[src/rtl/hazard_unit_pkg.sv]
// Shared pipeline-control definitions: hazard FSM encodings, the zero register,
// and the destination/source register match used by hazard detection.
package hazard_unit_pkg;

  localparam logic [1:0] RUN      = 2'd0;
  localparam logic [1:0] BR_LOAD2 = 2'd1;
  localparam logic [1:0] MEM_WAIT = 2'd2;

  localparam logic [4:0] REG_ZERO = 5'd0;

  // Writes to r0 are discarded, so they can never create a dependency.
  function automatic logic reg_match(input logic [4:0] dest,
                                     input logic [4:0] rs,
                                     input logic [4:0] rt,
                                     input logic       uses_rt);
    return (dest != REG_ZERO) && ((dest == rs) || (uses_rt && (dest == rt)));
  endfunction

endpackage

[src/rtl/hazard_unit_stall_counter.sv]
// Saturating 32-bit counter of cycles in which the PC was held; only
// instantiated when HAZARD_STATS_EN is defined.
module stall_counter
  import hazard_unit_pkg::*;
(
  input  logic        clock,
  input  logic        reset,
  input  logic        count_en,
  output logic [31:0] count
);

  logic [31:0] count_r;

  // Count enabled cycles, holding at all-ones rather than wrapping.
  always_ff @(posedge clock or posedge reset) begin
    if (reset) begin
      count_r <= 32'd0;
    end else if (count_en && (count_r != 32'hFFFF_FFFF)) begin
      count_r <= count_r + 32'd1;
    end else begin
      count_r <= count_r;
    end
  end

  assign count = count_r;

endmodule

[src/rtl/hazard_unit.sv]
// Pipeline hazard unit: load-use / branch stalls, branch flush and memory freeze.
// Optional stall statistics counter enabled by defining HAZARD_STATS_EN.
module hazard_unit
  import hazard_unit_pkg::*;
(
  input  logic        clock,
  input  logic        reset,
  input  logic [4:0]  ID_RS,
  input  logic [4:0]  ID_RT,
  input  logic        ID_UsesRT,
  input  logic        ID_Branch,
  input  logic        ID_BranchTaken,
  input  logic [4:0]  EX_RT,
  input  logic [4:0]  EX_RD,
  input  logic        EX_RegDst,
  input  logic        EX_RegWrite,
  input  logic        EX_MEM_REN,
  input  logic        MEM_Busy,
  output logic        PC_Write,
  output logic        IF_ID_Write,
  output logic        IF_ID_Flush,
  output logic        ID_EX_Bubble,
  output logic        Pipe_Freeze
`ifdef HAZARD_STATS_EN
  ,
  output logic [31:0] StallCycles
`endif
);

  logic [1:0] state_r, saved_r;
  logic [1:0] next_state_s, next_saved_s, eff_state_s;
  logic [4:0] ex_dest_s;
  logic       match_s, load_use_s, br_alu_s, br_load_s;
  logic       pc_write_s, if_id_write_s, flush_s, bubble_s, freeze_s;

  assign ex_dest_s  = EX_RegDst ? EX_RD : EX_RT;
  assign match_s    = reg_match(ex_dest_s, ID_RS, ID_RT, ID_UsesRT);
  assign load_use_s = EX_MEM_REN && match_s && !ID_Branch;
  assign br_alu_s   = ID_Branch && EX_RegWrite && !EX_MEM_REN && match_s;
  assign br_load_s  = ID_Branch && EX_MEM_REN && match_s;
  // Once memory is ready again, the saved state acts in the same cycle.
  assign eff_state_s = (state_r == MEM_WAIT) ? saved_r : state_r;

  // Next-state and output decode, in priority order reset > freeze > stall > flush.
  always_comb begin
    pc_write_s    = 1'b1;
    if_id_write_s = 1'b1;
    flush_s       = 1'b0;
    bubble_s      = 1'b0;
    freeze_s      = 1'b0;
    next_state_s  = state_r;
    next_saved_s  = saved_r;
    if (reset) begin
      next_state_s = RUN;
      next_saved_s = RUN;
    end else if (MEM_Busy) begin
      pc_write_s    = 1'b0;
      if_id_write_s = 1'b0;
      freeze_s      = 1'b1;
      next_state_s  = MEM_WAIT;
      if (state_r != MEM_WAIT) begin
        next_saved_s = state_r;
      end else begin
        next_saved_s = saved_r;
      end
    end else begin
      next_saved_s = RUN;
      case (eff_state_s)
        BR_LOAD2: begin
          pc_write_s    = 1'b0;
          if_id_write_s = 1'b0;
          bubble_s      = 1'b1;
          next_state_s  = RUN;
        end
        RUN: begin
          if (load_use_s || br_alu_s || br_load_s) begin
            pc_write_s    = 1'b0;
            if_id_write_s = 1'b0;
            bubble_s      = 1'b1;
            next_state_s  = br_load_s ? BR_LOAD2 : RUN;
          end else begin
            flush_s      = ID_BranchTaken;
            next_state_s = RUN;
          end
        end
        default: begin
          next_state_s = RUN;
        end
      endcase
    end
  end

  // State and saved-state registers.
  always_ff @(posedge clock or posedge reset) begin
    if (reset) begin
      state_r <= RUN;
      saved_r <= RUN;
    end else begin
      state_r <= next_state_s;
      saved_r <= next_saved_s;
    end
  end

  assign PC_Write     = pc_write_s;
  assign IF_ID_Write  = if_id_write_s;
  assign IF_ID_Flush  = flush_s;
  assign ID_EX_Bubble = bubble_s;
  assign Pipe_Freeze  = freeze_s;

`ifdef HAZARD_STATS_EN
  stall_counter u_stall_counter (
    .clock    (clock),
    .reset    (reset),
    .count_en (!pc_write_s),
    .count    (StallCycles)
  );
`endif

endmodule

[config.mk]
export PLATFORM = sky130hd
export DESIGN_NAME = hazard_unit
export DESIGN_NICKNAME = d
export VERILOG_FILES = /design/src/rtl/hazard_unit_pkg.sv /design/src/rtl/hazard_unit_stall_counter.sv /design/src/rtl/hazard_unit.sv
export SDC_FILE = /design/constraint.sdc
export NUM_CORES = 1
export LEC_CHECK = 0
export CAP_MARGIN = 20
export CORE_MARGIN = 3
export CORE_UTILIZATION = 35
export DETAILED_ROUTE_END_ITERATION = 10
export GPL_TIMING_DRIVEN = 0
export PLACE_DENSITY_LB_ADDON = 0.12
export SYNTH_ARGS = -nofsm -noshare
export SYNTH_HDL_FRONTEND = slang
export SYNTH_HIERARCHICAL = 1
export SYNTH_SLANG_ARGS = --single-unit
[constraint.sdc]
create_clock -name clock -period 6 [get_ports clock]
set_clock_uncertainty 0.05 [all_clocks]
set_input_delay 1.8 -clock clock [delete_from_list [all_inputs] [get_ports clock]]
set_output_delay 1.8 -clock clock [all_outputs]
set_load 0.1 [all_outputs]
# Yosys cells after proc, flatten, opt, wreduce, memory -nomap -nowiden
# Index checks and enable logic that the tools add are counted.
# W data, S select, Z words.
dict set report word_totals {
  input_bits 29
  out_inout_bits 5
  ff_bits 4
  wordCells 48
}
dict set report op_classes {
  reduce_logical 16
  n_mux 24
  eq_ne 6
}
# cell n
set ops {}
lappend ops {{$mux W1} 15}
lappend ops {{$mux W2} 6}
lappend ops {{$eq A5 B5 Y1} 2}
lappend ops {{$logic_and A1 B1 Y1} 9}
lappend ops {{$mux W5} 1}
lappend ops {{$reduce_bool A5 Y1} 1}
lappend ops {{$pmux W1 S2} 2}
lappend ops {{$logic_or A1 B1 Y1} 3}
lappend ops {{$ne A3 B2 Y1 const B} 1}
lappend ops {{$eq A2 B1 Y1 const B} 1}
lappend ops {{$eq A2 B2 Y1 const B} 1}
lappend ops {{$logic_not A1 Y1} 2}
lappend ops {{$logic_not A2 Y1} 1}
lappend ops {{$ne A2 B2 Y1 const B} 1}

# Logic depth before layout (Yosys ltp)
# Gate-level depths: netlist of the first run.
dict set report depth {
  ltp_word 13
  mapped_depth 7
}

# Least setup slack after synthesis of the first run
# No wires, ideal clock.
dict set report synth_timing {
  path_kind {input to output}
  from {input port EX_RegDst}
  to {output port IF_ID_Flush}
  stages 6
  t_arrival_ns 4.131
  slack_ns 0.019
  path_cell_list {buf_6 > mux2i_2 > o22ai_1 > o31ai_2 > o22ai_1 > a21oi_1}
}
dict set report synth_between {
  elab_chain_cells 13
  elab_cells_between_ends 17
  classes_between {eq/ne: 2; mux: 5; reduce/logical: 10}
}
# item line_no
set synth_lines {}
lappend synth_lines {{start, declared} hazard_unit.sv:15} ;# input logic EX_RegDst,
lappend synth_lines {{$mux W5 (*)} hazard_unit.sv:36} ;# assign ex_dest_s = EX_RegDst ? EX_RD : EX_RT;
lappend synth_lines {{$eq A5 B5 Y1} hazard_unit_pkg.sv:16} ;# return (dest != REG_ZERO) && ((dest == rs) || (uses_rt && (dest == rt)));
lappend synth_lines {{$logic_and A1 B1 Y1} hazard_unit_pkg.sv:16}
lappend synth_lines {{$logic_or A1 B1 Y1} hazard_unit_pkg.sv:16}
lappend synth_lines {{$logic_and A1 B1 Y1 (*)} hazard_unit_pkg.sv:16}
lappend synth_lines {{$logic_and A1 B1 Y1 (2 in a row)} hazard_unit.sv:38} ;# assign load_use_s = EX_MEM_REN && match_s && !ID_Branch;
lappend synth_lines {{$logic_or A1 B1 Y1} hazard_unit.sv:76} ;# if (load_use_s || br_alu_s || br_load_s) begin
lappend synth_lines {{$logic_or A1 B1 Y1 (*)} hazard_unit.sv:76}
lappend synth_lines {{$mux W1 (*)} hazard_unit.sv:76}
lappend synth_lines {{$mux W1 (*)} hazard_unit.sv:68} ;# case (eff_state_s)
lappend synth_lines {{$mux W1 (*)} hazard_unit.sv:56} ;# end else if (MEM_Busy) begin
lappend synth_lines {{$mux W1 (*)} hazard_unit.sv:53} ;# if (reset) begin
lappend synth_lines {{end, declared} hazard_unit.sv:21} ;# output logic IF_ID_Flush,
# Mark *: on every way between the ends. The rest lies on a longest branch, timed or not.

# Worst setup path in the final report of the first run
dict set report layout_timing {
  from {input port reset}
  to {output port Pipe_Freeze}
}
dict set report layout_between {
  elab_chain_cells 1
}
# item line_no
set layout_lines {}
lappend layout_lines {{start, declared} hazard_unit.sv:7} ;# input logic reset,
lappend layout_lines {{$mux W1} hazard_unit.sv:53}
lappend layout_lines {{end, declared} hazard_unit.sv:23} ;# output logic Pipe_Freeze
# No other way between the ends.

==> impl_metrics.csv, run 1 <==
group,metric,value,unit
status,outcome,"finished, final reports clean",
global_routing,grt_pass1_wl,2035,µm
min_path,holdPathStages,2,
timing,fin_ws,0.3361,ns
logic_synthesis,synth_cell_types,24,
clock_tree,h-tree-depth,1,
power_and_ir_drop,comb_power_share,49.0,%
power_and_ir_drop,p_sw_share,33.46,%
route,avgRoutedWirePerCell,12.19,µm
placement,dp_hpwl,1090,µm
logic_synthesis,ys_seq_area_share,21.80,%
logic_synthesis,avgSynthCellArea,8.349,µm²
clock_tree,postCtsSetupRepairBufs,0,
timing,setup_violations,0,
placement,io_buffers,32,
setup_path,critical_path_class,"in2out",
clock_tree,cts_root_buf,"clkbuf_4",
timing,slew_headroom,35.82,%
power_and_ir_drop,p_int,77.81,µW
timing,hold_viol_final,0,
setup_path,crit_arrival,3.81,ns
route,viasPerCell,5.240,
route,drt-total-wl,1268,µm
setup_path,worstReg2RegStart,"state_r[0]",
setup_path,cp-start-kind,"input pin",
logic_synthesis,synth_nets,84,
logic_synthesis,synthCells,55,
placement,dp_slack,-0.3580,ns
job,drv_cap,0,
min_path,hold_class,"reg2reg",
global_routing,grt_use_total,14.56,%
setup_path,cp_cell_sequence,"clkdlybuf4s50_1, inv_1, nand2_1, inv_1, clkdlybuf4s50_1",
route,via_count,545,
die,pin_count,34,
die,dieArea,1783,µm²
finish,drive_above_1_share,13.33,%
clock_tree,cts_tree,"built",
clock_tree,clk_pin_slew_worst_paths,0.04,ns
timing,period_share,94.40,%
timing,grt_setup_unrepaired,"no",
die,fp.dieW,42.22,µm
clock_tree,clock_latency,0.23,ns
die,rows,12,
global_routing,grt_pass1_vias,475,
route,ant_nets,0,
global_routing,antenna_found_initial,0,
power_and_ir_drop,pwr-share-clk,27.4,%
setup_path,slowest_stage,"clkdlybuf4s50_1",
power_and_ir_drop,power_density,145.8,nW/µm²
clock_tree,cts_made_buffers,3,
finish,utilization,68.48,%
die,initial_utilization,39.21,%
clock_tree,cts_hold_buf,0,
die,core,1171,µm²
timing,drv_slew,0,
clock_tree,numClockSinks,4,
logic_synthesis,ys_ff_latch,4,
setup_path,end_kind,"output pin",
min_path,holdPathEnd,"saved_r[1]",
finish,fillers,111,
die,dieHeight,42.22,µm
finish,n_antenna_cell,0,
logic_synthesis,yosys_warnings,6,
logic_synthesis,synthTopCellsByArea,"dfrtp_1 22%, xor2_1 13%, mux2i_1 8.7%",
finish,nets,121,
clock_tree,cts_buffer_depth,2,
route,firstDrtPassIters,4,
power_and_ir_drop,power_frac_seq,23.7,%
placement,gp_congestion,0.8003,
timing,worstMarginPinSlew,0.9596,ns
timing,max_freq,176.6,MHz
setup_path,reg2reg_slack,4.75,ns
global_routing,grt.overflow.total,0,
power_and_ir_drop,p_switching,39.14,µW
logic_synthesis,yosysTopAreaCell,"dfrtp_1",
route,drc,0,
setup_path,cpPeakStageDelay,1.13,ns
route,drtIter0Drc,18,
finish,final_common_cell,"clkdlybuf4s50_1",
finish,syn_to_final_growth,74.66,%
min_path,min-delay-start,"saved_r[1]",
finish,final_cell_mix,"28 x clkdlybuf4s50_1, 7 x xor2_1, 4 x nor2_1, 4 x mux2i_1, 4 x dfrtp_1",
global_routing,grt_max_degree,10,
power_and_ir_drop,ir_worst_vdd,0.07961,mV
power_and_ir_drop,power_leakage,0.0003403,µW
setup_path,cp_max_fo,7,
setup_path,cp.required,4.15,ns
setup_path,r2r-end,"state_r[0]",
timing,min_period,5.664,ns
setup_path,r2r_cells,5,
logic_synthesis,netlist.area_leader.share,21.80,%
logic_synthesis,syn_area,459.2,µm²
per-layer routing:
layer  global-route usage, %  wire, µm
met1                   19.64       540
met2                   22.19       598
met3                   3.433       128
met4                   5.590         0
met5                       0         0
registers in the layout (all words and copies together), names as in the netlist:
register / flops
saved_r: 2
state_r: 2
cell families after synthesis:
logic type             share of synthesized area (%)
XOR/XNOR                                       15.26
multiplexers                                   14.72
flip-flops                                     21.80
buffers and inverters                          6.540
AND/OR/NAND/NOR                                22.61
AO/OA/AOI/OAI                                  19.07
worst max path at each step:
stage                             end  startpoint  slack (ns)  cells after the start
after detailed placement     PC_Write    EX_RT[4]       -0.36                      8
after floorplan           IF_ID_Flush   EX_RegDst        0.02                      6
final                     Pipe_Freeze       reset        0.34                      5
after CTS                 IF_ID_Write    EX_RT[4]       0.009                      7
after global placement       PC_Write    EX_RD[0]       -0.34                      8
after global routing      Pipe_Freeze       reset        0.24                      5
power groups by stage:
stage | clock, µW | sequential [µW] | combinational [µW]
after floorplan | 0 | 28.0 | 32.4
after global placement | 0 | 28.0 | 57.3
after detailed placement | 0 | 28.0 | 58.2
after CTS | 32.8 | 27.7 | 57.8
after global routing | 35.8 | 27.7 | 61.1
final | 32.0 | 27.7 | 57.2
through the flow:
stage | instance area (µm²) | std cells | hold WS, ns | TNS, ns | power, µW
global placement | 797.0 | 101 | 0.4791 | -0.9101 | 85.31
CTS | 813.3 | 104 | 0.4826 | 0 | 118.3
floorplan | 459.2 | 55 | 0.4399 | 0 | 60.39
detailed placement | 797.0 | 101 | 0.4747 | -0.9516 | 86.22
global route | 802.0 | 104 | 0.5345 | 0 | 124.6
finish | 802.0 | 104 | 0.4813 | 0 | 116.9
area by class of cell:
| cell class | instances | area, µm² | share of cell area, % |
|---|---|---|---|
| Multi-Input combinational cell | 46 | 329.1 | 41.03 |
| Timing Repair Buffer | 32 | 302.8 | 37.75 |
| Sequential cell | 4 | 100.1 | 12.48 |
| Clock buffer | 3 | 22.52 | 2.808 |
| Buffer | 2 | 18.77 | 2.340 |
| Tap cell | 14 | 17.52 | 2.184 |
| Inverter | 3 | 11.26 | 1.404 |
critical path: cells and delay by family:
family	cells	cell delay [ns]
buffers and inverters	4	1.84
and+or+nand+nor	1	0.18
Yosys cell counts:
cell type / instances
o221a_1: 1
nand2_1: 3
nand2b_1: 1
nor3_1: 3
nor3b_1: 2
mux2i_2: 2
xor2_1: 7
inv_1: 3
o21ai_1: 1
o31ai_2: 1
xnor2_1: 1
nand3_1: 2
o22ai_1: 3
o22a_1: 1
mux2i_1: 4
a31o_1: 1
nor2b_1: 2
a21oi_1: 3
nand4_1: 3
buf_6: 1
buf_4: 1
dfrtp_1: 4
a21o_1: 1
nor2_1: 4
repair_timing:
action / 4_1_cts / 5_1_grt
resized for setup: 5 / 6
setup endpoints to repair: 4 / 3
hold endpoints to repair: 0 / 0
Note: power is estimated with default switching activity, not from simulation.
==> run 2, diff against run 1 <==
--- a/config.mk
+++ b/config.mk
@@ -6,11 +6,12 @@
 export NUM_CORES = 1
 export LEC_CHECK = 0
 export CAP_MARGIN = 20
-export CORE_MARGIN = 3
+export CORE_MARGIN = 2
 export CORE_UTILIZATION = 35
+export CTS_CLUSTER_DIAMETER = 150
 export DETAILED_ROUTE_END_ITERATION = 10
 export GPL_TIMING_DRIVEN = 0
-export PLACE_DENSITY_LB_ADDON = 0.12
+export PLACE_DENSITY = 0.82
 export SYNTH_ARGS = -nofsm -noshare
 export SYNTH_HDL_FRONTEND = slang
 export SYNTH_HIERARCHICAL = 1
==> run 2 against run 1 <==
  * Setup slack improved by 0.020 ns
  * Highest routed layer is now met4
  * Via count decreased by 0.92%
  * Critical path type unchanged
  * Largest power group unchanged
  * Design area increased by 0.16%
  * Critical path depth unchanged
  * Sequential share of layout area about the same
  * Combinational power about the same
  * Non-clock buffer count unchanged
  * Critical endpoint unchanged
  * Global-route usage increased by 2.9 points
==> impl_metrics.csv, run 2 (synthesized netlist as in run 1, its figures left out) <==
group,metric,value,unit
status,outcome,"finished, final reports clean",
min_path,holdPathEnd,"saved_r[1]",
placement,dp_hpwl,1068,µm
clock_tree,clk_pin_slew_worst_paths,0.04,ns
job,drv_cap,0,
die,dieArea,1618,µm²
route,via_count,540,
finish,drive_above_1_share,13.33,%
setup_path,reg2reg_slack,4.74,ns
clock_tree,cts_hold_buf,0,
timing,period_share,94.06,%
route,drtIter0Drc,6,
die,core,1269,µm²
timing,worstMarginPinSlew,0.9861,ns
timing,fin_setup_tns,0,ns
setup_path,end_kind,"output pin",
power_and_ir_drop,ir_worst_vdd,0.06256,mV
setup_path,crit_path_start,"reset",
global_routing,grt_max_degree,10,
setup_path,cp_top_family,"buffers and inverters",
clock_tree,cts_tree,"built",
clock_tree,cts_made_buffers,3,
setup_path,worstReg2RegStart,"state_r[0]",
placement,io_buffers,32,
timing,drv_slew,0,
die,pin_count,34,
timing,grt_setup_unrepaired,"no",
finish,ff_latch_area,100.1,µm²
power_and_ir_drop,power_density,147.7,nW/µm²
global_routing,grt.overflow.total,0,
setup_path,cp_max_fo,7,
die,dieHeight,40.22,µm
global_routing,antenna_found_initial,0,
setup_path,r2r-end,"state_r[0]",
finish,final_common_cell,"clkdlybuf4s50_1",
timing,max_freq,177.2,MHz
finish,final_cell_mix,"28 x clkdlybuf4s50_1, 7 x xor2_1, 4 x nor2_1, 4 x mux2i_1, 4 x dfrtp_1",
route,viasPerCell,5.143,
clock_tree,postCtsSetupRepairBufs,0,
global_routing,grt_use_total,17.49,%
clock_tree,cts_root_buf,"clkbuf_4",
route,firstDrtPassIters,6,
route,avgRoutedWirePerCell,11.34,µm
finish,fillers,111,
setup_path,r2r_cells,5,
placement,dp_slack,-0.3620,ns
die,fp.dieW,40.22,µm
route,drt-total-wl,1191,µm
placement,gp_congestion,0.7644,
route,ant_nets,0,
power_and_ir_drop,power_leakage,0.0003403,µW
clock_tree,h-tree-depth,1,
finish,final_cells,105,
min_path,min-delay-start,"saved_r[1]",
min_path,holdPathStages,2,
clock_tree,clock_latency,0.24,ns
setup_path,crit_arrival,3.79,ns
timing,hold_viol_final,0,
timing,setup_violations,0,
setup_path,critical_path_class,"in2out",
setup_path,cp.required,4.15,ns
setup_path,cp-start-kind,"input pin",
setup_path,cpPeakStageDelay,1.15,ns
clock_tree,numClockSinks,4,
die,initial_utilization,36.19,%
die,rows,13,
finish,multi_input_area,329.1,µm²
timing,slew_headroom,34.05,%
finish,top_regs,"saved_r (2), state_r (2)",
timing,fin_ws,0.3564,ns
finish,nets,121,
clock_tree,cts_buffer_depth,2,
finish,n_antenna_cell,0,
timing,min_period,5.644,ns
min_path,hold_class,"reg2reg",
setup_path,crit_buf_inv,4,
global_routing,grt_pass1_vias,496,
placement,placed_cells_incl_taps,102,
route,drc,0,
setup_path,cp_cell_sequence,"clkdlybuf4s50_1, inv_1, nand2_1, inv_1, clkdlybuf4s50_1",
setup_path,slowest_stage,"clkdlybuf4s50_1",
global_routing,grt_pass1_wl,1904,µm
finish,syn_to_final_growth,74.93,%
-- run 2: repair_timing --
action / in CTS / in global routing
endpoints found under the setup margin: 4 / 3
gates cloned: 0 / 0
gates resized for setup: 6 / 5
-- run 2: layout make-up --
cell class / count / share of cell area [%]
Clock buffer: 3 / 2.804
Inverter: 3 / 1.402
Timing Repair Buffer: 32 / 37.69
Buffer: 2 / 2.336
Sequential cell: 4 / 12.46
Multi-Input combinational cell: 46 / 40.97
Tap cell: 15 / 2.336
-- run 2: power breakdown --
group	internal, µW	switching [µW]	total, µW	leakage (µW)
sequential	27.5	0.184	27.7	0.0000548
combinational	28.0	29.2	57.2	0.000272
clock	22.4	11.3	33.7	0.0000138
-- run 2: worst register-to-register path, delay by kind of cell (launching register included) --
family / cells / cell delay (ns)
AOI/OAI and AO/OA: 1 / 0.23
and+or+nand+nor: 4 / 0.54
DFF: 1 / 0.37
-- run 2: how the worst max path moves through the flow --
stage,slack [ns],to,depth (start not counted)
after global placement,-0.36,PC_Write,8
final,0.36,Pipe_Freeze,5
after floorplan,0.02,IF_ID_Flush,6
after global routing,0.25,IF_ID_Write,7
after CTS,0.03,IF_ID_Write,7
after detailed placement,-0.36,PC_Write,8
-- run 2: per-layer routing --
| layer | vias to the layer above | wire, µm | global-route usage [%] |
|---|---|---|---|
| li1 | 274 | - | - |
| met1 | 245 | 515 | 20.79 |
| met2 | 16 | 600 | 30.24 |
| met3 | 5 | 37 | 1.667 |
| met4 | 0 | 38 | 10.00 |
| met5 | - | 0 | 0 |
-- run 2: stage by stage --
step	instance area, µm²	util, %	hold slack (ns)	total power (µW)
floorplan	459.2	-	0.4399	60.39
global placement	798.3	62.92	0.4648	85.44
detailed placement	798.3	62.92	0.4893	86.22
CTS	815.8	64.30	0.4989	119.4
global route	803.3	63.31	0.5344	124.0
finish	803.3	63.31	0.4887	118.6
==> run 3, diff against run 2 <==
--- a/config.mk
+++ b/config.mk
@@ -5,8 +5,8 @@
 export SDC_FILE = /design/constraint.sdc
 export NUM_CORES = 1
 export LEC_CHECK = 0
+export ABC_CLOCK_PERIOD_IN_PS = 6000
 export CAP_MARGIN = 20
-export CORE_MARGIN = 2
 export CORE_UTILIZATION = 35
 export CTS_CLUSTER_DIAMETER = 150
 export DETAILED_ROUTE_END_ITERATION = 10
==> run 3 against run 2 <==
  * Combinational power is essentially flat
  * Wire length rose by 0.67%
  * Via count is 0.56% higher
  * Register-to-register slack is essentially flat
  * Clock power barely moved
  * Setup slack worse by 0.26 ns
  * Sequential power barely moved
  * Critical endpoint is now IF_ID_Flush
  * Largest power group unchanged
==> impl_metrics.csv, run 3 (synthesized netlist as in run 1, its figures left out) <==
group,metric,value,unit
min_path,hold_class,"reg2reg",
finish,syn_to_final_growth,75.48,%
setup_path,critical_path_class,"in2out",
route,drtIter0Drc,5,
placement,gp_congestion,0.8056,
finish,nets,121,
finish,fillers,104,
clock_tree,cts_hold_buf,0,
setup_path,r2r-end,"state_r[0]",
power_and_ir_drop,power_leakage,0.0003433,µW
clock_tree,cts_buffer_depth,2,
placement,io_buffers,32,
timing,slew_headroom,35.79,%
setup_path,crit_buf_inv,2,
clock_tree,cts_tree,"built",
die,initial_utilization,39.72,%
setup_path,reg2reg_slack,4.73,ns
timing,drv_slew,0,
setup_path,timing.critical_path.mode_cell,"o22ai_1",
timing,grt_setup_unrepaired,"no",
setup_path,worstReg2RegStart,"state_r[0]",
route,drc,0,
clock_tree,h-tree-depth,1,
timing,max_freq,169.4,MHz
setup_path,r2r_cells,5,
setup_path,cp-start-kind,"input pin",
finish,ff_latch_area,100.1,µm²
setup_path,end_kind,"output pin",
timing,min_period,5.903,ns
die,core,1156,µm²
power_and_ir_drop,power_density,147.0,nW/µm²
timing,hold-worst-slack,0.4885,ns
setup_path,cpPeakStageDelay,0.86,ns
timing,setup_violations,0,
timing,period_share,98.38,%
global_routing,grt_pass1_wl,2001,µm
global_routing,grt_use_total,20.17,%
die,dieArea,1461,µm²
finish,top_regs,"saved_r (2), state_r (2)",
clock_tree,clock_latency,0.24,ns
die,pin_count,34,
finish,drive_above_1_share,12.22,%
status,outcome,"finished, final reports clean",
power_and_ir_drop,ir_worst_vdd,0.07463,mV
setup_path,cp_top_family,"buffers and inverters",
route,ant_nets,0,
setup_path,crit_end,"IF_ID_Flush",
setup_path,cp_max_fo,2,
setup_path,slowest_stage,"dlygate4sd2_1",
route,drt-total-wl,1199,µm
setup_path,cp.required,4.15,ns
timing,worstMarginPinSlew,0.9601,ns
die,dieHeight,38.22,µm
timing,hold_viol_final,0,
clock_tree,numClockSinks,4,
clock_tree,clk_pin_slew_worst_paths,0.03,ns
finish,final_common_cell,"clkdlybuf4s50_1",
clock_tree,cts_made_buffers,3,
placement,dp_hpwl,1024,µm
route,viasPerCell,5.221,
route,firstDrtPassIters,4,
finish,n_antenna_cell,0,
die,rows,12,
finish,multi_input_area,329.1,µm²
global_routing,grt_pass1_vias,498,
route,avgRoutedWirePerCell,11.53,µm
setup_path,worst-path-stages,7,
route,via_count,543,
timing,fin_setup_tns,0,ns
global_routing,grt_max_degree,10,
global_routing,antenna_found_initial,0,
power_and_ir_drop,finalPower,118.5,µW
global_routing,grt.overflow.total,0,
setup_path,crit_path_start,"EX_RD[0]",
clock_tree,cts_root_buf,"clkbuf_4",
setup_path,cp_cell_sequence,"clkdlybuf4s50_1, nor3b_1, o22ai_1, o31ai_2, o22ai_1, a21oi_1, dlygate4sd2_1",
setup_path,crit_arrival,4.05,ns
die,fp.dieW,38.22,µm
job,drv_cap,0,
finish,final_cell_mix,"28 x clkdlybuf4s50_1, 7 x xor2_1, 4 x nor2_1, 4 x mux2i_1, 4 x dfrtp_1",
-- run 3: metal layers --
layer	track usage [%]	up-vias	wire [µm]
met1	25.18	238	517
met3	3.488	4	81
li1	-	274	-
met4	10.71	0	31
met5	0	-	0
met2	32.63	27	568
-- run 3: worst register-to-register path: stages (launching register included) --
cell and delay [ns]:
dfrtp_1 0.37, o21ai_1 0.23, nand2_1 0.13, nor2_1 0.18
nand4_1 0.12, nor2_1 0.11
-- run 3: what timing repair did --
action,4_1_cts,5_1_grt
setup buffers,0,0
resized for setup,5,4
endpoints found under the setup margin,4,2
-- run 3: where the power goes --
| group | switching, µW | leakage, µW | internal, µW |
|---|---|---|---|
| logic | 29.3 | 0.000275 | 28.1 |
| clock network | 11.1 | 0.0000138 | 22.4 |
| registers | 0.169 | 0.0000548 | 27.5 |
| total | 40.5 | 0.000343 | 78.0 |
-- run 3: area by class of cell --
cell class	instances	share of cell area [%]
flip-flops and latches	4	12.42
clock buffers	3	2.795
inverters	3	1.398
multi-input cells	46	40.84
plain buffers	2	2.329
well taps	14	2.174
repair buffers	32	38.04
-- run 3: worst min path at each step --
stage,end,from,slack (ns),cells past startpoint
6_report,saved_r[1],saved_r[1],0.49,2
5_1_grt,saved_r[1],saved_r[1],0.56,2
4_1_cts,saved_r[1],saved_r[1],0.50,2
3_5_place_dp,saved_r[1],saved_r[1],0.49,2
3_3_place_gp,saved_r[1],saved_r[1],0.47,2
2_1_floorplan,saved_r[1],saved_r[1],0.44,2
-- run 3: stage by stage --
stage	instance area (µm²)	std cells	setup slack, ns	util, %
detailed placement	797.0	101	-0.3643	68.94
finish	805.8	104	0.09711	69.70
CTS	813.3	104	0.001379	70.35
global route	805.8	104	0.01237	69.70
floorplan	459.2	55	0.01916	-
global placement	797.0	101	-0.3298	68.94
